`config.mk`:
```
export PLATFORM = sky130hd
export DESIGN_NAME = ring_decode_monitor
export DESIGN_NICKNAME = d
export VERILOG_FILES = /design/src/rtl/ring_pkg.sv /design/src/rtl/ring_decode_monitor_onehot.sv /design/src/rtl/ring_decode_monitor.sv
export SDC_FILE = /design/constraint.sdc
export NUM_CORES = 1
export LEC_CHECK = 0
export ABC_AREA = 1
export CORE_MARGIN = 3
export CORE_UTILIZATION = 55
export CTS_CLUSTER_SIZE = 12
export DETAILED_ROUTE_END_ITERATION = 7
export PLACE_DENSITY = 0.85
export RECOVER_POWER = 50
export SLEW_MARGIN = 20
export SYNTH_ARGS = -nofsm -noshare
export SYNTH_HDL_FRONTEND = slang
export SYNTH_SLANG_ARGS = --single-unit
```
`constraint.sdc`:
```
create_clock -name clk -period 2.6 [get_ports clk]
set_input_delay 0.52 -clock clk [delete_from_list [all_inputs] [get_ports clk]]
set_output_delay 0.52 -clock clk [all_outputs]
set_load 0.02 [all_outputs]
```
`src/rtl/ring_pkg.sv`:
```
// rtl/ring_pkg.sv - shared types and helpers for the ring code decoder/monitor
package ring_pkg;

  localparam int RING_WIDTH = 8;

  typedef enum logic [1:0] {
    HUNT   = 2'd0,
    TRACK  = 2'd1,
    LOCKED = 2'd2
  } state_t;

  // Position that a correctly advancing ring reaches after idx.
  function automatic int unsigned next_idx(input int unsigned idx, input int unsigned width);
    return (idx + 1 >= width) ? 0 : idx + 1;
  endfunction

endpackage

```
`src/rtl/ring_decode_monitor_onehot.sv`:
```
// rtl/ring_decode_monitor_onehot.sv - one-hot ring code to binary index with legality flag
module onehot_to_index
  import ring_pkg::*;
#(
  parameter int WIDTH = RING_WIDTH,
  parameter int IDX_W = $clog2(WIDTH)
) (
  input  logic [WIDTH-1:0] ring_in,
  output logic             legal,
  output logic [IDX_W-1:0] idx
);

  localparam int CNT_W = $clog2(WIDTH + 1);

  logic [CNT_W-1:0] cnt;

  // idx ends on the highest set bit; only meaningful when legal.
  always_comb begin
    cnt = '0;
    idx = '0;
    for (int i = 0; i < WIDTH; i++) begin
      if (ring_in[i]) begin
        cnt = cnt + CNT_W'(1);
        idx = IDX_W'(i);
      end
    end
    legal = (cnt == CNT_W'(1));
  end

endmodule

```
`src/rtl/ring_decode_monitor.sv`:
```
// rtl/ring_decode_monitor.sv - decodes a sampled ring code and tracks lock, laps and sequence errors
module ring_decode_monitor
  import ring_pkg::*;
#(
  parameter int WIDTH    = RING_WIDTH,
  parameter int IDX_W    = $clog2(WIDTH),
  parameter int LOCK_CNT = 2,
  parameter int LAP_W    = 8
) (
  input  logic             clk,
  input  logic             reset,
  input  logic [WIDTH-1:0] ring_in,
  input  logic             in_valid,
  output logic [IDX_W-1:0] index,
  output logic             index_valid,
  output logic             locked,
  output logic             seq_err,
  output logic [LAP_W-1:0] lap_count,
  output logic [7:0]       err_count
);

  localparam int RUN_W = $clog2(LOCK_CNT + 1);

  state_t           state;
  logic [RUN_W-1:0] run;
  logic [IDX_W-1:0] last_idx;
  logic             legal;
  logic [IDX_W-1:0] idx;
  logic [IDX_W-1:0] nxt;
  logic [RUN_W-1:0] run_inc;

  onehot_to_index #(
    .WIDTH (WIDTH),
    .IDX_W (IDX_W)
  ) u_decode (
    .ring_in (ring_in),
    .legal   (legal),
    .idx     (idx)
  );

  assign nxt     = IDX_W'(next_idx(32'(last_idx), WIDTH));
  assign run_inc = run + RUN_W'(1);
  // last_idx only moves on legal samples, which is exactly what index must show.
  assign index   = last_idx;

  always_ff @(posedge clk or posedge reset) begin
    if (reset) begin
      state       <= HUNT;
      run         <= '0;
      last_idx    <= '0;
      index_valid <= 1'b0;
      locked      <= 1'b0;
      seq_err     <= 1'b0;
      lap_count   <= '0;
      err_count   <= '0;
    end else begin
      seq_err <= 1'b0;
      if (in_valid) begin
        index_valid <= legal;
        if (legal) begin
          last_idx <= idx;
        end
        case (state)
          HUNT: begin
            if (legal) begin
              state <= TRACK;
              run   <= '0;
            end
          end
          TRACK: begin
            if (!legal) begin
              state <= HUNT;
            end else if (idx == nxt && idx != last_idx) begin
              run <= run_inc;
              if (run_inc == RUN_W'(LOCK_CNT)) begin
                state  <= LOCKED;
                locked <= 1'b1;
              end
            end else if (idx != last_idx) begin
              run <= '0;
            end
          end
          LOCKED: begin
            if (legal && idx == last_idx) begin
              state <= LOCKED;
            end else if (legal && idx == nxt) begin
              if (idx == '0) begin
                lap_count <= lap_count + LAP_W'(1);
              end
            end else begin
              // Any other sample breaks the lock; a legal one seeds a new track.
              seq_err <= 1'b1;
              locked  <= 1'b0;
              if (err_count != 8'hFF) begin
                err_count <= err_count + 8'd1;
              end
              if (legal) begin
                state <= TRACK;
                run   <= '0;
              end else begin
                state <= HUNT;
              end
            end
          end
          default: begin
            state  <= HUNT;
            locked <= 1'b0;
          end
        endcase
      end
    end
  end

endmodule
```
==> results of run 1 <==
routing by layer:
layer,GRT usage [%],routed length [µm]
met5,0,0
met4,19.09,1327
met3,6.667,1685
met2,57.10,5055
met1,37.87,3742
flip-flops by register name, indices dropped and copies added, names as in the netlist:
register	cells
state	2
lap_count	8
seq_err	1
index	3
err_count	8
run	2
locked	1
index_valid	1
how the worst min path moves through the flow:
stage	cells after the start	start	slack (ps)	endpoint
after CTS	2	index_valid	490	index_valid
after global routing	2	locked	520	locked
final	2	locked	510	locked
after global placement	2	locked	460	locked
after detailed placement	2	index_valid	470	index_valid
after floorplan	2	run[1]	440	run[1]
synth_stat cells:
cell type,number
sky130_fd_sc_hd__nor3_1,1
sky130_fd_sc_hd__inv_1,42
sky130_fd_sc_hd__nor4_1,1
sky130_fd_sc_hd__nand4_4,2
sky130_fd_sc_hd__ha_1,11
sky130_fd_sc_hd__a21oi_4,1
sky130_fd_sc_hd__o21bai_1,1
sky130_fd_sc_hd__nor2_2,1
sky130_fd_sc_hd__clkinv_2,1
sky130_fd_sc_hd__xor2_1,8
sky130_fd_sc_hd__o21ai_2,1
sky130_fd_sc_hd__xnor2_1,8
sky130_fd_sc_hd__nand2_1,124
sky130_fd_sc_hd__nand2_2,5
sky130_fd_sc_hd__o21ai_1,1
sky130_fd_sc_hd__or2_1,1
sky130_fd_sc_hd__a21oi_1,3
sky130_fd_sc_hd__o211ai_4,1
sky130_fd_sc_hd__clkbuf_1,1
sky130_fd_sc_hd__nand3_1,22
sky130_fd_sc_hd__nand2_4,2
sky130_fd_sc_hd__o21ai_0,10
sky130_fd_sc_hd__nor2_1,18
sky130_fd_sc_hd__o2111ai_1,1
sky130_fd_sc_hd__nand3_2,8
sky130_fd_sc_hd__or2_2,2
sky130_fd_sc_hd__dfrtp_1,26
sky130_fd_sc_hd__nor2_4,2
sky130_fd_sc_hd__nand3b_1,1
sky130_fd_sc_hd__nor2_8,1
sky130_fd_sc_hd__inv_2,2
sky130_fd_sc_hd__nand4_1,10
sky130_fd_sc_hd__a31oi_1,1
sky130_fd_sc_hd__a21oi_2,1
power groups by stage:
stage / registers [mW] / logic (mW) / clock network (mW)
finish: 0.587 / 1.55 / 0.243
global route: 0.585 / 1.58 / 0.245
CTS: 0.559 / 1.14 / 0.229
detailed placement: 0.566 / 0.999 / 0
global placement: 0.562 / 0.966 / 0
floorplan: 0.615 / 0.580 / 0
kinds of logic (layout without fill, tap and decap cells):
logic type / after synthesis / in the layout / share of synthesized area, %
compound gates: 21 / 21 / 6.656
fa+ha+maj: 11 / 11 / 6.204
flops: 26 / 26 / 29.33
xor+xnor: 16 / 16 / 6.317
simple gates: 201 / 201 / 43.66
buf+inv: 46 / 147 / 7.840
timing repair:
action / CTS / global route
cloned: 0 / 0
endpoints found under the setup margin: 26 / 26
gates resized for setup: 33 / 60
pin swaps: 45 / 33
buffers inserted: 26 / 3
worst max-delay path: cells and delay by family:
kind,cells,cell delay (ps)
buf+inv,6,400
simple gates,17,1970
compound gates,1,130
fa+ha+maj,6,1480
through the flow:
step                      utilization [%]  total power [mW]
after floorplan                         -             1.195
after global placement              78.73             1.528
after detailed placement            78.73             1.565
after CTS                           87.09             1.924
after global routing                93.40             2.408
final                               93.40             2.380
cell type report:
| cell class | count | share of cell area (%) |
|---|---|---|
| flip-flops and latches | 26 | 18.47 |
| repair buffers | 99 | 24.80 |
| inverters | 45 | 5.790 |
| multi-input cells | 249 | 48.06 |
| well taps | 48 | 1.705 |
| clock buffers | 3 | 1.172 |
==> metrics.txt, run 1 <==
clock skew 9.203 ps; CORE AREA 0.003771 mm²; sequential share of the synthesized area 29.33%; most frequent CP cell sky130_fd_sc_hd__ha_4; post-route cell area 0.003522 mm²; power density over the cells 675.7 mW/mm²; quantity of I/O buffers inserted on ports 32; RR Startpoint index[1]; CP peak stage delay 270 ps; Slew Limit Fails 27; Max Clk Rate 229.2 MHz; DP HPWL 4149 µm; largest vdd supply drop 533.5 µV; number of core rows 22; kind of end point of the critical path flop; crit start category input port; net switching power 1.200 mW; clock slew at the register clock pins of the worst setup and hold paths 100 ps; CTS hold repair buffers 0; cell internal pwr 1.180 mW; effective utilization at floorplan 58.83%; share of the synthesized area in the top cell type 29.33%; most used cells in the layout excluding fill and tap cells sky130_fd_sc_hd__nand2_1 (100), sky130_fd_sc_hd__buf_4 (59), sky130_fd_sc_hd__inv_1 (35), sky130_fd_sc_hd__clkdlybuf4s50_1 (28), sky130_fd_sc_hd__dfrtp_1 (26); min cycle time layout 4363 ps; MaxCap Viol Count 1; relative contribution of sequential cells to total power 24.6%; count of placed standard cells including taps 443; Data arrival, critical path 4530 ps; Final setup violation count 26; final worst path period share 167.8%; pre-CTS setup slack -2378 ps; floorplan die width 69.51 µm; clock latency reported for the late side of the worst-skew pair 280 ps; GPL Wtd Cong 0.8923; clock sink count 26; Setup Crit Path Kind in -> reg; outcome finished with violations; total detailed-routing wirelength 11810 µm; Antenna Violating Nets Remaining 0; relative contribution of the clock network to total power 10.2%; Max stage delay cell, worst path sky130_fd_sc_hd__ha_4; part of the total power dissipated in combinational logic 65.1%; biggest area contributors in the synthesized netlist sky130_fd_sc_hd__dfrtp_1 (29%), sky130_fd_sc_hd__nand2_1 (21%), sky130_fd_sc_hd__inv_1 (7.1%); post-route DRC violation count 0; Register-to-Register Setup Slack -380 ps; Seq cells post-synth 26; Final Hold Viols 0; capturing instance or port of the critical path state[1]; via density per instance 6.855; Routed WL per cell 25.13 µm; vias in the first global route 2847; hold slack 509.6 ps; largest net degree at the start of global routing 27; number of H-tree levels 1; global-route usage over all layers 33.17%; number of antenna diodes 0; first-pass GRT wire length 12970 µm; number of nets in the finished design 446; most frequent standard cell in the layout excluding fill and tap cells sky130_fd_sc_hd__nand2_1; relative slew slack -3.888%; Unique masters post-synth 34; number of DRC violations after detailed-routing iteration 0 759; count of placed standard cells in the final layout, fillers left out 470; area occupied by registers 650.6 µm²; number of nets in the synthesized netlist 343; Remaining Overflow, GRT 0; fraction of final layout cells sized beyond drive strength 1 36.02%; fill count 122; Worst Tran Pin Value 1558 ps; Sw Ratio 50.42%; Die Height 69.51 µm; area of the multi-input gates 0.001693 mm²; Mapped Cells 321; logic depth of the worst register-to-register path 15; failing checks capacitance limit, slew limit, setup timing; count of TritonRoute iterations in the first routing pass 7; cell area after placement 0.002969 mm²; number of warnings reported in the yosys synthesis log 0; number of CTS-inserted buffers 3; floorplan die area 0.004832 mm²; CTS tree yes; worst hold path class reg -> reg; Clock Tree Buf Depth 2; total negative setup slack -39540 ps; library cell used as clock root buffer sky130_fd_sc_hd__clkbuf_8; endpoint of the worst register-to-register path state[1]; critical path data required time 2770 ps; I/O pin count 33; initial antenna violation count 0; area delta synth->final 58.77%; Syn Area/Cell 6.911 µm²; RSZ-0062 raised after global routing true; post-route worst setup slack -1763 ps; crit path launch ring_in[1]; Leakage 1.801 nW; top cell type by total area after synthesis sky130_fd_sc_hd__dfrtp_1; total number of vias 3222; synthesized cell area 0.002218 mm²; Max Fanout on Critical Path 6
No activity file was read; power rests on OpenSTA's default activity.
==> inputs of run 2 (changes only) <==
--- a/config.mk
+++ b/config.mk
@@ -16,3 +16,4 @@
 export SYNTH_ARGS = -nofsm -noshare
 export SYNTH_HDL_FRONTEND = slang
 export SYNTH_SLANG_ARGS = --single-unit
+export TNS_END_PERCENT = 1
==> metrics.txt, run 2 (synthesis gave the netlist of run 1 again) <==
CTS tree yes; count of TritonRoute iterations in the first routing pass 8 (+1); number of core rows 22 (unchanged); Setup Crit Path Kind in -> reg; post-route DRC violation count 1 (+1); failing checks DRC, setup timing; total chip power 2.485 mW (+4.4%); quantity of I/O buffers inserted on ports 32 (unchanged); clock skew 3.646 ps (-5.556 ps); power density over the cells 698.0 mW/mm² (+3.3%); count of placed standard cells in the final layout, fillers left out 479 (+1.9%); global-route usage over all layers 32.07% (-1.1 points); area delta synth->final 60.46%; number of DRC violations after detailed-routing iteration 0 714 (-5.9%); kind of end point of the critical path flop; Remaining Overflow, GRT 0 (unchanged); number of nets in the finished design 455 (+2.0%); CORE AREA 0.003771 mm² (unchanged); number of H-tree levels 1 (unchanged); final worst path period share 167.2% (-0.65 points); Final Hold Viols 0 (unchanged); Worst Tran Pin Value 1471 ps (-87.59 ps); largest net degree at the start of global routing 27 (unchanged); number of antenna diodes 0 (unchanged); Final setup violation count 26 (unchanged); clock slew at the register clock pins of the worst setup and hold paths 90 ps (about the same); Max Clk Rate 230.1 MHz (+0.39%); worst hold path class reg -> reg; largest vdd supply drop 507.0 µV (-5.0%); Die Height 69.51 µm (unchanged); CTS hold repair buffers 0 (unchanged); critical path data required time 2760 ps (about the same); DP HPWL 4381 µm (+5.6%); floorplan die area 0.004832 mm² (unchanged); Antenna Violating Nets Remaining 0 (unchanged); effective utilization at floorplan 58.83% (unchanged); post-route worst setup slack -1746 ps (+16.83 ps); most frequent standard cell in the layout excluding fill and tap cells sky130_fd_sc_hd__nand2_1; fraction of final layout cells sized beyond drive strength 1 38.05% (+2.0 points); GPL Wtd Cong 0.9120 (+2.2%); total negative setup slack -42270 ps (-2732 ps); outcome finished with violations; most used cells in the layout excluding fill and tap cells sky130_fd_sc_hd__nand2_1 (92), sky130_fd_sc_hd__buf_4 (70), sky130_fd_sc_hd__inv_1 (36), sky130_fd_sc_hd__nand2_2 (31), sky130_fd_sc_hd__clkdlybuf4s50_1 (28); Slew Limit Fails 0 (-100%); Clock Tree Buf Depth 2 (unchanged); clock sink count 26 (unchanged); min cycle time layout 4346 ps (-16.83 ps); clock latency reported for the late side of the worst-skew pair 280 ps (about the same); count of placed standard cells including taps 441 (-0.45%); total detailed-routing wirelength 12380 µm (+4.8%); relative slew slack 1.951% (+5.8 points); RSZ-0062 raised after global routing true; Max Fanout on Critical Path 6 (unchanged); library cell used as clock root buffer sky130_fd_sc_hd__clkbuf_8; initial antenna violation count 0 (unchanged); I/O pin count 33 (unchanged); total number of vias 3373 (+4.7%); vias in the first global route 2851 (+0.14%); Register-to-Register Setup Slack -20 ps (+360 ps); number of CTS-inserted buffers 3 (unchanged); Data arrival, critical path 4500 ps (-30 ps); MaxCap Viol Count 0 (-1); first-pass GRT wire length 12810 µm (-1.2%); floorplan die width 69.51 µm (unchanged); Leakage 1.821 nW (+1.1%); Routed WL per cell 25.85 µm (+2.8%); crit start category input port; via density per instance 7.042 (+2.7%)
run 2: changes by cell type in the layout (fill, tap and decap cells not counted), moves of 3 or more:
| cell | change |
|---|---|
| sky130_fd_sc_hd__buf_4 | +11 |
| sky130_fd_sc_hd__nand2_2 | +11 |
| sky130_fd_sc_hd__nand2_1 | -8 |
| sky130_fd_sc_hd__nand2_4 | -3 |
| sky130_fd_sc_hd__o21ai_2 | -3 |
run 2: path summary, 6_finish.rpt:
path	startpoint	endpoint	cells after the start
max in group asynchronous	reset	state[1]	3
max reg2reg	index[1]	locked	15
min in group asynchronous	reset	err_count[1]	3
min	run[1]	run[1]	2
min reg2reg	run[1]	run[1]	2
max	ring_in[2]	state[0]	28
run 2: metal layers:
metal,vias to the layer above,share of wire [%],global-route usage [%]
li1,1242,-,-
met3,186,15,4.493
met2,434,41,56.36
met4,0,13,16.05
met1,1511,31,37.89
met5,-,0,0
run 2: layout make-up:
type                    instances  area [µm²]
multi-input cells             249        1693
repair buffers                108       938.4
clock buffers                   3       41.29
inverters                      45       176.4
fillers                       107       211.5
flip-flops and latches         26       650.6
well taps                      48       60.06
run 2: worst max-delay path, cell delays in order:
cell and delay (ps):
sky130_fd_sc_hd__clkdlybuf4s15_1 270, sky130_fd_sc_hd__inv_2 130, sky130_fd_sc_hd__nand2_1 100, sky130_fd_sc_hd__nand2_1 90, sky130_fd_sc_hd__inv_1 70, sky130_fd_sc_hd__ha_4 280, sky130_fd_sc_hd__nand2_4 60, sky130_fd_sc_hd__nand2_4 80
sky130_fd_sc_hd__ha_4 220, sky130_fd_sc_hd__or2_1 260, sky130_fd_sc_hd__nand2_2 110, sky130_fd_sc_hd__inv_2 50, sky130_fd_sc_hd__ha_4 240, sky130_fd_sc_hd__nand2_4 70, sky130_fd_sc_hd__nand2_4 60, sky130_fd_sc_hd__ha_4 230
sky130_fd_sc_hd__or2_4 220, sky130_fd_sc_hd__nand2_2 70, sky130_fd_sc_hd__inv_2 50, sky130_fd_sc_hd__ha_4 210, sky130_fd_sc_hd__a21oi_4 170, sky130_fd_sc_hd__nand2_2 130, sky130_fd_sc_hd__nand2_8 150, sky130_fd_sc_hd__nand3_4 120
sky130_fd_sc_hd__nand2_1 110, sky130_fd_sc_hd__nand3_1 130, sky130_fd_sc_hd__nand2_1 160, sky130_fd_sc_hd__nand2_1 110
run 2: through the flow:
| step | cell area, µm² | setup WS, ps | hold WS [ps] | utilization [%] |
|---|---|---|---|---|
| after global placement | 2942 | -2191 | 455.7 | 78.00 |
| after detailed placement | 2942 | -2388 | 464.9 | 78.00 |
| after floorplan | 2245 | -1511 | 441.9 | - |
| after CTS | 3311 | -1374 | 485.0 | 87.79 |
| final | 3560 | -1746 | 546.1 | 94.39 |
| after global routing | 3560 | -1787 | 550.6 | 94.39 |
run 2: timing repair:
action                                  CTS  global route
hold endpoints to repair                  0             0
gates resized for setup                  34            49
endpoints found under the setup margin   26            26
setup buffers                            30             8
pin swaps                                33            37
run 2: report_power, final:
group,internal (mW),switching [mW]
clock,0.104,0.136
combinational,0.653,1.00
sequential,0.476,0.112
==> inputs of run 3 (changes only) <==
--- a/config.mk
+++ b/config.mk
@@ -7,10 +7,11 @@
 export LEC_CHECK = 0
 export ABC_AREA = 1
 export CORE_MARGIN = 3
-export CORE_UTILIZATION = 55
+export CORE_UTILIZATION = 59
+export CTS_CLUSTER_DIAMETER = 100
 export CTS_CLUSTER_SIZE = 12
 export DETAILED_ROUTE_END_ITERATION = 7
-export PLACE_DENSITY = 0.85
+export PLACE_DENSITY = 0.9
 export RECOVER_POWER = 50
 export SLEW_MARGIN = 20
 export SYNTH_ARGS = -nofsm -noshare
==> constraint.sdc (replaced) <==
create_clock -name clk -period 5.3 [get_ports clk]
set_input_delay 1.06 -clock clk [delete_from_list [all_inputs] [get_ports clk]]
set_output_delay 1.06 -clock clk [all_outputs]
set_load 0.02 [all_outputs]
==> metrics.txt, run 3 (synthesis gave the netlist of run 1 again) <==
outcome complete, no violations; number of H-tree levels 1 (unchanged); end point of the worst hold path locked; endpoint of the worst register-to-register path state[0]; floorplan die area 0.004532 mm² (-6.2%); number of DRC violations after detailed-routing iteration 0 161 (-77%); net switching power 0.3919 mW (-69%); min cycle time layout 5000 ps; crit start category input port; CORE AREA 0.003468 mm² (-8.0%); area delta synth->final 26.00%; post-route cell area 0.002795 mm² (-21%); Sw Ratio 45.98% (-4.4 points); kind of end point of the critical path flop; number of nets in the finished design 390 (-14%); total number of vias 2158 (-36%); largest vdd supply drop 286.5 µV (-43%); fraction of final layout cells sized beyond drive strength 1 16.67% (-21 points); Clock Tree Buf Depth 2 (unchanged); most frequent standard cell in the layout excluding fill and tap cells sky130_fd_sc_hd__nand2_1; GPL Wtd Cong 0.8752 (-4.0%); effective utilization at floorplan 63.96% (+5.1 points); MaxCap Viol Count 0 (unchanged); count of TritonRoute iterations in the first routing pass 4 (-4); Routed WL per cell 12.24 µm (-53%); global-route usage over all layers 23.78% (-8.3 points); most used cells in the layout excluding fill and tap cells sky130_fd_sc_hd__nand2_1 (114), sky130_fd_sc_hd__inv_1 (40), sky130_fd_sc_hd__dfrtp_1 (26), sky130_fd_sc_hd__nand3_1 (21), sky130_fd_sc_hd__clkdlybuf4s50_1 (18); Worst Tran Pin Value 999.9 ps (-470.8 ps); relative contribution of the clock network to total power 13.2% (+3.5 points); library cell used as clock root buffer sky130_fd_sc_hd__clkbuf_8; I/O pin count 33 (unchanged); Final setup violation count 0 (-100%); Setup Crit Path Kind in -> reg; clock slew at the register clock pins of the worst setup and hold paths 90 ps (about the same); worst hold path class reg -> reg; part of the total power dissipated in combinational logic 54.6% (-12 points); Register-to-Register Setup Slack 3190 ps (+3210 ps); floorplan die width 67.32 µm (-3.2%); Die Height 67.32 µm (-3.2%); cell internal pwr 0.4604 mW (-63%); total chip power 0.8523 mW (-66%); RSZ-0062 raised after global routing false; via density per instance 5.238 (-26%); relative slew slack 33.27% (+31 points); Remaining Overflow, GRT 0 (unchanged); RR Startpoint index[1]; Max Fanout on Critical Path 6 (unchanged); relative contribution of sequential cells to total power 32.2% (+8.5 points); clock latency reported for the late side of the worst-skew pair 270 ps (about the same); quantity of I/O buffers inserted on ports 32 (unchanged); Final Hold Viols 0 (unchanged); post-route DRC violation count 0 (-1); logic depth of the worst register-to-register path 15 (unchanged); CTS tree yes; number of CTS-inserted buffers 3 (unchanged); number of core rows 21 (-4.5%); first-pass GRT wire length 8493 µm (-34%); Slew Limit Fails 0 (unchanged); power density over the cells 304.9 mW/mm² (-56%); vias in the first global route 2110 (-26%); final worst path period share 94.34%; Data arrival, critical path 5160 ps (+660 ps); Leakage 1.498 nW (-18%); total detailed-routing wirelength 5043 µm (-59%); clock skew 4.419 ps (+0.7725 ps); Max Clk Rate 200.0 MHz; DP HPWL 3820 µm (-13%); number of antenna diodes 0 (unchanged); cell area after placement 0.002668 mm² (-9.3%); Min-Delay Path Depth 2 (unchanged); CTS hold repair buffers 0 (unchanged); largest net degree at the start of global routing 27 (unchanged); clock sink count 26 (unchanged); critical path data required time 5460 ps (+2700 ps); source of the worst hold timing path locked; initial antenna violation count 0 (unchanged); Antenna Violating Nets Remaining 0 (unchanged)
[run 3: changes by cell type in the layout (fill, tap and decap cells not counted), moves of 4 or more]
cell	delta
sky130_fd_sc_hd__buf_4	-59
sky130_fd_sc_hd__nand2_1	+22
sky130_fd_sc_hd__nand2_2	-16
sky130_fd_sc_hd__dlygate4sd3_1	+11
sky130_fd_sc_hd__clkdlybuf4s50_1	-10
sky130_fd_sc_hd__ha_1	+5
sky130_fd_sc_hd__nand2_4	-5
sky130_fd_sc_hd__ha_4	-4
sky130_fd_sc_hd__inv_1	+4
sky130_fd_sc_hd__nand3_4	-4
[run 3: area by class of cell]
class                      count  area, µm²
tap                           46      57.56
inverter                      45      173.9
clock buffer                   3      41.29
sequential                    26      650.6
multi-input combinational    249       1464
fill                         240      673.1
timing repair buffer          43      407.9
[run 3: per-stage QoR]
step / setup TNS (ps) / utilization, % / worst slack (ps) / std cells / hold slack [ps]
after detailed placement: -5132 / 76.91 / -278.3 / 408 / 470.7
after CTS: 0 / 78.10 / 4.327 / 411 / 490.7
after global routing: 0 / 80.59 / 56.81 / 412 / 515.1
after floorplan: 0 / - / 516.8 / 321 / 441.9
final: 0 / 80.59 / 299.9 / 412 / 479.4
after global placement: -979.2 / 76.91 / -76.07 / 408 / 459.3
[run 3: power by group through the flow]
stage               Combinational [mW]  Clock, mW  Sequential (mW)
floorplan                        0.279          0            0.302
global placement                 0.426          0            0.276
detailed placement               0.442          0            0.278
CTS                              0.445      0.114            0.274
global route                     0.518      0.118            0.282
finish                           0.466      0.112            0.275
[run 3: how the worst max path moves through the flow]
stage                from      endpoint  slack, ps  cells after the start
2_1_floorplan  ring_in[0]  lap_count[2]        520                     28
3_3_place_gp   ring_in[0]  lap_count[2]        -80                     29
3_5_place_dp   ring_in[0]  lap_count[2]       -280                     29
4_1_cts        ring_in[0]  lap_count[2]          4                     29
5_1_grt        ring_in[2]      state[0]         60                     27
6_report       ring_in[2]      state[0]        300                     27
[run 3: per-layer routing]
layer	wire, µm	global-route usage, %	vias up
met3	213	3.661	4
met5	0	0	-
li1	-	-	1110
met2	2519	42.45	50
met4	40	7.595	0
met1	2270	29.13	994
[run 3: critical path, cell delays in order]
cell and delay [ps]:
sky130_fd_sc_hd__clkdlybuf4s50_1 590, sky130_fd_sc_hd__nand2_1 110, sky130_fd_sc_hd__nand2_1 90, sky130_fd_sc_hd__inv_1 40, sky130_fd_sc_hd__ha_1 290, sky130_fd_sc_hd__nand2_2 80, sky130_fd_sc_hd__nand2_2 60, sky130_fd_sc_hd__ha_1 260
sky130_fd_sc_hd__or2_1 230, sky130_fd_sc_hd__nand2_2 80, sky130_fd_sc_hd__inv_1 70, sky130_fd_sc_hd__ha_4 270, sky130_fd_sc_hd__nand2_2 70, sky130_fd_sc_hd__nand2_2 100, sky130_fd_sc_hd__ha_1 220, sky130_fd_sc_hd__or2_2 300
sky130_fd_sc_hd__nand2_2 80, sky130_fd_sc_hd__inv_1 40, sky130_fd_sc_hd__ha_1 280, sky130_fd_sc_hd__a21oi_2 100, sky130_fd_sc_hd__nand2_1 100, sky130_fd_sc_hd__nand2_4 150, sky130_fd_sc_hd__nand3_2 140, sky130_fd_sc_hd__nand2_1 100
sky130_fd_sc_hd__nand3_1 100, sky130_fd_sc_hd__nand2_1 70, sky130_fd_sc_hd__nand2_1 70
[run 3: timing repair]
action / 4_1_cts / 5_1_grt
buffers inserted: 0 / 1
gates resized for setup: 0 / 21
endpoints found under the setup margin: 0 / 25
==> edit 1: new RTL, settings of run 3 <==
The parameter `LOCK_CNT` goes from 2 to 1.
--- a/src/rtl/ring_decode_monitor.sv
+++ b/src/rtl/ring_decode_monitor.sv
@@ -4,7 +4,7 @@
 #(
   parameter int WIDTH    = RING_WIDTH,
   parameter int IDX_W    = $clog2(WIDTH),
-  parameter int LOCK_CNT = 2,
+  parameter int LOCK_CNT = 1,
   parameter int LAP_W    = 8
 ) (
   input  logic             clk,
Check against the original RTL: not equivalent (a bounded check fails within 4 cycles, from zero or initial values and one cycle with reset high).
==> edit 1 against run 3 <==
First-iteration DRC count rose by 16%; total power grew 3.5%; worst hold slack lost 0.0036 ns; setup slack got worse by 0.080 ns; cell area is 2.6% higher; combinational power is 6.7% higher; sequential share of layout area fell by 1.5 points; synthesized area is 2.7% higher; sequential cell count down 1; global-route usage increased by 1.7 points; clock skew is 0.00060 ns higher; wire length grew 12%; critical endpoint is now run$_DFFE_PP0P_; largest cell class unchanged.
==> edit 1: results (changes against run 3) <==
[critical_path] slack of the worst reg-to-reg path 3.13 ns [-0.06 ns]
[critical_path] arrival time reported for the critical path endpoint 5.25 ns [+0.09 ns]
[synthesis] sequential share of the synthesized area 27.5% [-1.9 points]
[drt] routed vias 2321 [+7.6%]
[global_routing] global route overflow 0 [unchanged]
[drt] Initial DRT Pass Iterations 5 [+1]
[power_and_ir_drop] proportion of power drawn by combinational gates 56.3% [+1.7 points]
[place] global placement routability congestion 0.919 [+5.0%]
[sta] hold slack final 0.476 ns [-0.00356 ns]
[power_and_ir_drop] worst ir drop on vdd 258 uV [-9.9%]
[synthesis] syn_nets 344 [+0.29%]
[synthesis] ranking of synthesized cells by instance count nand2_1 (103), inv_1 (49), nand3_1 (27)
[cells_and_area] number of filler cells placed in the layout 222 [-7.5%]
[clock_network] PostCTS Resize Cnt 2 [+2]
[place] post-DP HPWL 3.96 mm [+3.7%]
[cells_and_area] number of nets in the layout 393 [+0.77%]
[global_routing] number of global-route vias before repair 2115 [+0.24%]
[critical_path] endpoint of the worst setup timing path run$_DFFE_PP0P_
[power_and_ir_drop] combinational-cell power consumption 0.497 mW [+6.7%]
[power_and_ir_drop] leakage power summed over all cells 1.47 nW [-2.0%]
[status] status finished clean
[critical_path] worst reg2reg path endpoint err_count[5]$_DFFE_PP0P_
[drt] routed len/inst 13.5 um [+10%]
[global_routing] largest net degree at the start of global routing 26 [-3.7%]
[global_routing] global-route wire length before repair 9.11 mm [+7.3%]
[global_routing] Total Routing Usage GR 25.4% [+1.7 points]
[drt] total wire length after detailed routing 5.63 mm [+12%]
[drt] DRT iter0 DRCs 186 [+16%]
[synthesis] Area contributors post-synth dfrtp_1 (27%), nand2_1 (17%), inv_1 (8.1%)
[place] cell count after placement 411 [+0.74%]
[sta] pin slew with the least headroom to its limit 0.938 ns [-0.0623 ns]
[critical_path] Crit Reg-Reg Startpoint index[0]$_DFFE_PP0P_
[power_and_ir_drop] sw frac 47.5% [+1.5 points]
[synthesis] count of mapped cells out of synthesis 323 [+0.62%]
[synthesis] count of unique library cells instantiated by Yosys 33 [-2.9%]
[cells_and_area] fraction of layout cells with a size suffix above 1 20.5% [+3.8 points]
## edit 1: cell count changes in the layout (fill, tap and decap cells not counted), sizes merged, moves of 3 or more
cell / run 3 / this run
nor3: 1 / 4
inv: 45 / 51
nand3: 30 / 35
nor4: 1 / 5
xnor2: 8 / 5
clkinv: 0 / 3
nor2: 22 / 18
nand2: 131 / 119
o21ai: 12 / 16
## edit 1: final cells by class
| cell class | instances | area (um2) | area share (%) |
|---|---|---|---|
| clock buffer | 3 | 41.3 | 1.44 |
| clock inverter | 1 | 5.00 | 0.174 |
| inverter | 53 | 201 | 7.02 |
| multi-input combinational | 244 | 1520 | 52.8 |
| sequential | 25 | 626 | 21.8 |
| tap | 46 | 57.6 | 2.01 |
| timing repair buffer | 45 | 423 | 14.7 |
## edit 1: cells by family after synthesis
kind of cell	after synthesis	share of synthesized area (%)
compound gates	24	7.25
xor+xnor	13	5.00
fa+ha+maj	10	5.49
buf+inv	55	10.0
flops	25	27.5
simple gates	196	44.8
## edit 1: metal layers
layer | wire, um | track usage [%] | share of wire, % | vias up
li1 | - | - | - | 1127
met1 | 2330 | 31.8 | 41 | 1100
met2 | 2890 | 44.0 | 51 | 84
met3 | 346 | 4.76 | 6.1 | 10
met4 | 70 | 7.94 | 1.2 | 0
met5 | 0 | 0 | 0 | -
## edit 1: per-stage QoR
| stage | setup slack, ns | cell area (um2) | setup TNS, ns |
|---|---|---|---|
| 2_1_floorplan | 0.488 | 2280 | 0 |
| 3_3_place_gp | -0.103 | 2720 | -1.19 |
| 3_5_place_dp | -0.331 | 2720 | -5.24 |
| 4_1_cts | 0.0382 | 2790 | 0 |
| 5_1_grt | -0.112 | 2870 | -0.695 |
| 6_report | 0.220 | 2870 | 0 |
==> edit 2: new RTL, settings of run 3 <==
Made on the original files. The 3 states of `state_t` get a one-hot encoding in 3 bits.
--- a/src/rtl/ring_pkg.sv
+++ b/src/rtl/ring_pkg.sv
@@ -3,10 +3,10 @@
 
   localparam int RING_WIDTH = 8;
 
-  typedef enum logic [1:0] {
-    HUNT   = 2'd0,
-    TRACK  = 2'd1,
-    LOCKED = 2'd2
+  typedef enum logic [2:0] {
+    HUNT   = 3'b001,
+    TRACK  = 3'b010,
+    LOCKED = 3'b100
   } state_t;
 
   // Position that a correctly advancing ring reaches after idx.
Function: no difference found for any inputs over 10 cycles, from zero or initial values and one cycle with reset high; not proved beyond that.
==> edit 2 against run 3 <==
Total power fell by 4.0%; clock power rose by 9%; cell count increased by 3.4%; wire length is 11% higher; critical path depth up 5; via count increased by 5.4%; setup slack better by 0.0086 ns; cell area grew 4.9%; global-route usage is 0.21 points lower; sequential cell count increased by 1; synthesized area increased by 5.7%.
==> edit 2: results (changes against run 3) <==
[global_routing] number of global-route vias before repair 2217 [+5.1%]
[drt] routed len/inst 13.2 um [+7.7%]
[hold_path] hold path endpoint state[0]$_DFFE_PP1P_
[power_and_ir_drop] Seq power 0.276 mW [about the same]
[sta] Post-Route Skew 0.00672 ns [+0.00230 ns]
[critical_path] cells on worst reg2reg path 15 [unchanged]
[status] status finished clean
[clock_network] Root Driver clkbuf_8
[synthesis] count of unique library cells instantiated by Yosys 30 [-12%]
[power_and_ir_drop] leakage power summed over all cells 1.56 nW [+4.0%]
[place] placement-stage cell area 2810 um2 [+5.2%]
[synthesis] xor/xnor share of the synthesized area 5.23% [-1.1 points]
[global_routing] global-route wire length before repair 9.56 mm [+13%]
[synthesis] Area contributors post-synth dfrtp_1 (28%), nand2_1 (15%), inv_1 (7.5%)
[critical_path] Crit Reg-Reg Startpoint index[0]$_DFFE_PP0P_
[synthesis] syn_nets 349 [+1.7%]
[hold_path] hold path cells 2 [unchanged]
[critical_path] worst reg2reg path endpoint state[2]$_DFFE_PP0P_
[cells_and_area] number of nets in the layout 401 [+2.8%]
[run] count of max-cap constraint violations 0 [unchanged]
[global_routing] Total Routing Usage GR 23.6% [-0.21 points]
[drt] Initial DRT Pass Iterations 5 [+1]
[drt] DR vias/cell 5.34 [+1.9%]
[cells_and_area] Syn-to-layout area delta 25.1%
[power_and_ir_drop] fraction of power consumed by sequential logic 33.8% [+1.6 points]
[drt] DRT iter0 DRCs 146 [-9.3%]
[critical_path] maximum fanout encountered on the critical timing path 8 [+2]
[critical_path] slack of the worst reg-to-reg path 3.17 ns [-0.02 ns]
[synthesis] ranking of synthesized cells by instance count nand2_1 (94), inv_1 (47), nand3_1 (27)
[place] worst slack, placed -0.313 ns [-0.0345 ns]
[synthesis] Mean Syn Cell Area 7.17 um2 [+3.8%]
[power_and_ir_drop] sw frac 43.7% [-2.3 points]
[sta] hold slack final 0.480 ns [+0.000762 ns]
[synthesis] sequential share of the synthesized area 28.9% [-0.46 points]
[critical_path] cell type of the slowest stage on the worst timing path or2_2
[cells_and_area] fraction of layout cells with a size suffix above 1 20.9% [+4.2 points]
[cells_and_area] number of filler cells placed in the layout 256 [+6.7%]
[hold_path] worst hold start state[0]$_DFFE_PP1P_
[synthesis] share of synthesized cell area in full adder, half adder and majority cells 5.87% [-0.33 points]
[place] post-DP HPWL 4.12 mm [+7.9%]
[power_and_ir_drop] clock group power 0.122 mW [+9%]
[place] global placement routability congestion 0.887 [+1.3%]
[drt] total wire length after detailed routing 5.62 mm [+11%]
[sta] pin slew with the least headroom to its limit 0.984 ns [-0.0156 ns]
[power_and_ir_drop] worst ir drop on vdd 319 uV [+11%]
[global_routing] largest net degree at the start of global routing 28 [+3.7%]
[critical_path] largest incremental delay on the critical path 0.30 ns [-0.29 ns]
==> edit 2: changes by cell type after synthesis, sizes merged, moves of 2 or more <==
cell	run 3	this run
nand2	131	113
inv	44	52
nand3	30	37
nor2	22	29
o21ai	12	19
nand4	12	6
nor3	1	5
xnor2	8	5
or2	3	5
==> edit 2: final cells by class <==
class | count | area share [%]
multi-input cells | 247 | 50.9
flip-flops and latches | 27 | 23.1
repair buffers | 48 | 15.7
inverters | 52 | 6.74
well taps | 48 | 2.05
clock buffers | 4 | 1.54
==> edit 2: worst max path at each step <==
stage | slack (ns) | cells past startpoint | end | from
floorplan | 0.41 | 28 | lap_count[3]$_DFFE_PP0P_ | ring_in[0]
global route | 0.007 | 32 | err_count[6]$_DFFE_PP0P_ | ring_in[1]
CTS | -0.01 | 29 | lap_count[2]$_DFFE_PP0P_ | ring_in[0]
global placement | -0.14 | 29 | lap_count[1]$_DFFE_PP0P_ | ring_in[1]
finish | 0.31 | 32 | err_count[6]$_DFFE_PP0P_ | ring_in[1]
detailed placement | -0.31 | 30 | err_count[6]$_DFFE_PP0P_ | ring_in[1]
==> edit 2: per-layer routing <==
layer  part of all wire (%)  up-vias  track usage (%)  wire length (um)
li1                       -     1132                -                 -
met4                    1.5        0             6.29                87
met5                      0        -                0                 0
met1                     42     1064             29.7              2360
met3                    4.8       12             3.64               272
met2                     52       66             41.7              2900
==> edit 2: what timing repair did <==
| item | CTS | global route |
|---|---|---|
| cloned | 1 | 0 |
| hold endpoints to repair | 0 | 0 |
| setup endpoints to repair | 5 | 27 |
| pin swaps | 1 | 4 |
| buffers inserted | 0 | 2 |
| resized for setup | 0 | 12 |
